$ cat src/rtl/cdc_req_ack_tx.sv
// Source-side sequencer for a 4-phase req/ack handshake into another clock domain.
// ACK_SYNC is expected to arrive already synchronized into CLK.
module cdc_req_ack_tx #(
  parameter int DATA_WIDTH = 8,
  parameter int TO_WIDTH   = 8,
  parameter int TIMEOUT    = 200
) (
  input  logic                  CLK,
  input  logic                  RST,
  input  logic [DATA_WIDTH-1:0] IN_DATA,
  input  logic                  IN_VALID,
  output logic                  IN_READY,
  input  logic                  ACK_SYNC,
  input  logic                  CLR_ERR,
  output logic                  REQ,
  output logic [DATA_WIDTH-1:0] HOLD_DATA,
  output logic                  DONE,
  output logic                  TIMEOUT_ERR
);

  typedef enum logic [1:0] {
    IDLE      = 2'd0,
    WAIT_ACK  = 2'd1,
    WAIT_NACK = 2'd2,
    ERR       = 2'd3
  } state_e;

  localparam logic [TO_WIDTH-1:0] CNT_LAST = TO_WIDTH'(TIMEOUT - 1);

  state_e                state_q, state_d;
  logic [TO_WIDTH-1:0]   cnt_q, cnt_d;
  logic                  req_q, req_d;
  logic [DATA_WIDTH-1:0] hold_q, hold_d;
  logic                  done_q, done_d;
  logic                  err_q, err_d;
  logic                  accept;
  logic                  expired;

  // A lingering ack from the previous transfer blocks acceptance so the
  // destination never sees a new request before it has released ack.
  assign IN_READY = (state_q == IDLE) && !ACK_SYNC;
  assign accept   = IN_VALID && IN_READY;
  assign expired  = (cnt_q == CNT_LAST);

  always_comb begin
    state_d = state_q;
    cnt_d   = cnt_q;
    req_d   = req_q;
    hold_d  = hold_q;
    done_d  = 1'b0;
    err_d   = err_q;
    unique case (state_q)
      IDLE: begin
        if (accept) begin
          hold_d  = IN_DATA;
          req_d   = 1'b1;
          cnt_d   = '0;
          state_d = WAIT_ACK;
        end
      end
      WAIT_ACK: begin
        // Exit condition wins over an expiring counter in the same cycle.
        if (ACK_SYNC) begin
          req_d   = 1'b0;
          cnt_d   = '0;
          state_d = WAIT_NACK;
        end else if (expired) begin
          req_d   = 1'b0;
          err_d   = 1'b1;
          cnt_d   = '0;
          state_d = ERR;
        end else begin
          cnt_d = cnt_q + TO_WIDTH'(1);
        end
      end
      WAIT_NACK: begin
        if (!ACK_SYNC) begin
          done_d  = 1'b1;
          cnt_d   = '0;
          state_d = IDLE;
        end else if (expired) begin
          err_d   = 1'b1;
          cnt_d   = '0;
          state_d = ERR;
        end else begin
          cnt_d = cnt_q + TO_WIDTH'(1);
        end
      end
      ERR: begin
        req_d = 1'b0;
        if (CLR_ERR && !ACK_SYNC) begin
          err_d   = 1'b0;
          cnt_d   = '0;
          state_d = IDLE;
        end
      end
      default: begin
        state_d = IDLE;
        req_d   = 1'b0;
        cnt_d   = '0;
      end
    endcase
  end

  always_ff @(posedge CLK) begin
    if (RST) begin
      state_q <= IDLE;
      cnt_q   <= '0;
      req_q   <= 1'b0;
      hold_q  <= '0;
      done_q  <= 1'b0;
      err_q   <= 1'b0;
    end else begin
      state_q <= state_d;
      cnt_q   <= cnt_d;
      req_q   <= req_d;
      hold_q  <= hold_d;
      done_q  <= done_d;
      err_q   <= err_d;
    end
  end

  assign REQ         = req_q;
  assign HOLD_DATA   = hold_q;
  assign DONE        = done_q;
  assign TIMEOUT_ERR = err_q;

endmodule

$ cat config.mk
export PLATFORM = sky130hd
export DESIGN_NAME = cdc_req_ack_tx
export DESIGN_NICKNAME = d
export VERILOG_FILES = /design/src/rtl/cdc_req_ack_tx.sv
export SDC_FILE = /design/constraint.sdc
export NUM_CORES = 1
export LEC_CHECK = 0
export BUFFER_PORTS_ARGS = -buffer_cell sky130_fd_sc_hd__buf_2
export CORE_UTILIZATION = 50
export DETAILED_ROUTE_END_ITERATION = 6
export PLACE_DENSITY = 0.76
export SYNTH_ARGS = -nofsm -noshare
export SYNTH_HDL_FRONTEND = slang
export SYNTH_SLANG_ARGS = --single-unit
$ cat constraint.sdc
create_clock -name CLK -period 3.45 [get_ports CLK]
set_input_delay 0.1725 -clock CLK [delete_from_list [all_inputs] [get_ports CLK]]
set_output_delay 0.1725 -clock CLK [all_outputs]
set_load 0.05 [all_outputs]
==> impl_metrics.yaml <==
sta:
  fin_crit_ns: 2.23
  drv_slew: 0
  finalSetupViolCount: 0
  tns_ns: 0
  layout_worst_path_cycle_share: 0.647
  maxSlewHeadroom: 0.588
  fmax_mhz: 448
  finalHoldViolCount: 0
  worst_pin_slew_ns: 0.617
  finClkSkew_ns: 0.00111
  grt_setup_unrepaired: "false"
floorplan:
  rows: 16
  dieArea_um2: 2330
  coreArea_um2: 1980
  die_width_um: 48.3
  start_util: 0.540
  die_h_um: 48.3
  ioPinCount: 25
final_layout:
  drive_gt1_frac: 0.243
  finish.utilization: 0.615
  nNetsFinal: 164
  fillers: 188
  area_delta_synth_final_pct: 13.9
  diodes: 0
clock_network:
  cts_sinks: 21
  ctsHoldBuffers: 0
  cts_tree: "done"
  htreeDepth: 1
  clockBufferDepth: 2
  clkLatencyLatePin_ns: 0.31
  root_buffer: "clkbuf_4"
  cts_setup_buffers: 0
  cts_resized: 0
  cts_buffers: 3
  path_clk_slew_ns: 0.11
logic_synthesis:
  avgSynthCellArea_um2: 8.84
  synth_area_leaders: "dfxtp_1 (39%), a21oi_1 (7.0%), ha_1 (7.0%)"
  netlist-cell-type-count: 35
  ys_warn_count: 0
  yosysSeqAreaShare: 0.393
  synth_top_flop_cell: "dfxtp_1"
  syn-num-nets: 140
  synth_top_area_cell: "dfxtp_1"
  async_reset_ff_frac: 0
  synth_area_um2: 1070
  yosysTopAreaCellShare: 0.393
  ys_seq_elements: 21
  synth_edf_count: 0
  synth_cells: 121
grt:
  grt_overflow: 0
  grt_antenna_before_repair: 0
  grt_util_all_layers: 0.233
  grt_pass1_wl_mm: 3.65
  grt_max_degree: 15
  first_global_vias: 822
worst_setup_path:
  cp_slowest_stage_delay_ns: 0.56
  reg2reg_from: "state_q[0]"
  cp.arrival_ns: 2.06
  reg2reg_to: "cnt_q[5]"
  r2r_cells: 6
  endpoint_kind: "output pin"
  path_class: "register to output pin"
  cp-start-kind: "register"
  crit_slowest_cell: "nor2b_1"
  r2r_slack_ns: 1.39
  path_cells: "inv_1 > ha_1 > nor2b_1 > buf_2"
  crit_fanout: 10
  cp.required_ns: 3.28
hold_path:
  hold_depth: 3
  min_from: "IN_DATA[7]"
  hold_path_class: "input port to register"
  holdPathEnd: "HOLD_DATA[7]"
route:
  wl_met2_mm: 1.14
  vias_per_cell: 5.73
  vias: 979
  drc: 0
  post_drt_wl_per_cell_um: 13.5
  drt-met1-wl_mm: 1.07
  dr.max_layer_used: "met4"
  firstDrtPassIters: 4
  ant_nets: 0
  initialDrtViolationCount: 28
  wirelength_mm: 2.32
  met3_length_um: 72
power_and_ir_drop:
  worst_ir_drop_vdd_mv: 0.258
  powerDensity_nw_per_um2: 442
  leakage_nw: 0.492
placed_design:
  place_congestion: 0.808
  hpwl_mm: 1.70
  numPortBuffers: 24
job:
  drv_cap: 0
outcome:
  status: "complete, no violations"
per-layer routing:
metal / global-route usage / up-vias
li1: - / 484
met1: 0.305 / 459
met3: 0.0481 / 5
met2: 0.357 / 31
met4: 0.128 / 0
met5: 0 / -
stage by stage:
step | cells | worst slack (ns) | area (µm²) | total power [mW] | hold slack (ns)
after global routing | 171 | 1.08 | 1220 | 0.566 | 0.0949
after CTS | 171 | 1.22 | 1220 | 0.541 | 0.0974
after detailed placement | 167 | 1.41 | 1190 | 0.421 | 0.435
after floorplan | 121 | 1.76 | 1070 | 0.392 | 0.237
final | 171 | 1.22 | 1220 | 0.539 | 0.102
after global placement | 167 | 1.52 | 1190 | 0.415 | 0.429
report_power, final:
part	switching, mW	internal, mW
clock	0.0761	0.0452
combinational	0.104	0.0486
sequential	0.00936	0.256
total	0.189	0.350
cells by family (layout without fill, tap and decap cells):
kind of cell,after synthesis,count (layout),synth area share
flops,21,21,0.393
mux,3,3,0.0292
xor+xnor,3,3,0.0246
simple gates,51,51,0.255
fa+ha+maj,6,6,0.0702
compound gates,29,29,0.188
buf+inv,8,31,0.0398
area by class of cell:
| cell class | instances | area, µm² | share of cell area |
|---|---|---|---|
| multi-input cells | 92 | 607 | 0.498 |
| flip-flops and latches | 21 | 420 | 0.345 |
| repair buffers | 24 | 120 | 0.0986 |
| well taps | 27 | 33.8 | 0.0277 |
| clock buffers | 4 | 26.3 | 0.0216 |
| inverters | 3 | 11.3 | 0.00924 |
Yosys cell counts, types with 2 or more instances:
cell,count
mux2i_1,2
ha_1,6
a211oi_2,2
clkbuf_1,2
a21oi_1,15
or2b_2,2
nand2_1,13
o31ai_1,3
buf_2,2
a21o_1,2
nor3_1,3
or3_1,2
or4_1,3
nor2_1,8
nand4_1,4
nand3_1,9
xor2_1,3
dfxtp_1,21
inv_1,3
cells in the final DEF, fill, tap and decap left out, drive strengths merged, types with 3 or more instances in the layout:
cell	synthesis	layout
dfxtp	21	21
nand2	13	13
inv	3	3
nand3	10	10
clkbuf	3	4
or4	3	3
nor2	8	8
nor3	3	3
o31ai	3	3
a21oi	15	15
xor2	3	3
ha	6	6
nand4	4	4
buf	2	24
sequential cells by signal (all words and copies together) (netlist names):
name,count
HOLD_DATA,8
cnt_q,8
state_q,2
DONE,1
REQ,1
TIMEOUT_ERR,1
worst max-delay path by stage:
stage	endpoint	from
floorplan	cnt_q[5]	state_q[0]
global placement	cnt_q[5]	state_q[0]
detailed placement	cnt_q[7]	state_q[0]
CTS	IN_READY	state_q[1]
global route	IN_READY	state_q[0]
finish	IN_READY	state_q[1]
worst max-delay path, delay by kind of cell, from the launching register on:
kind                     cells  cell delay [ns]
AND/OR/NAND/NOR              1             0.56
buffers and inverters        2             0.52
flip-flops                   1             0.35
adder cells (fa/ha/maj)      1             0.32
No activity file was read; power rests on OpenSTA's default activity.
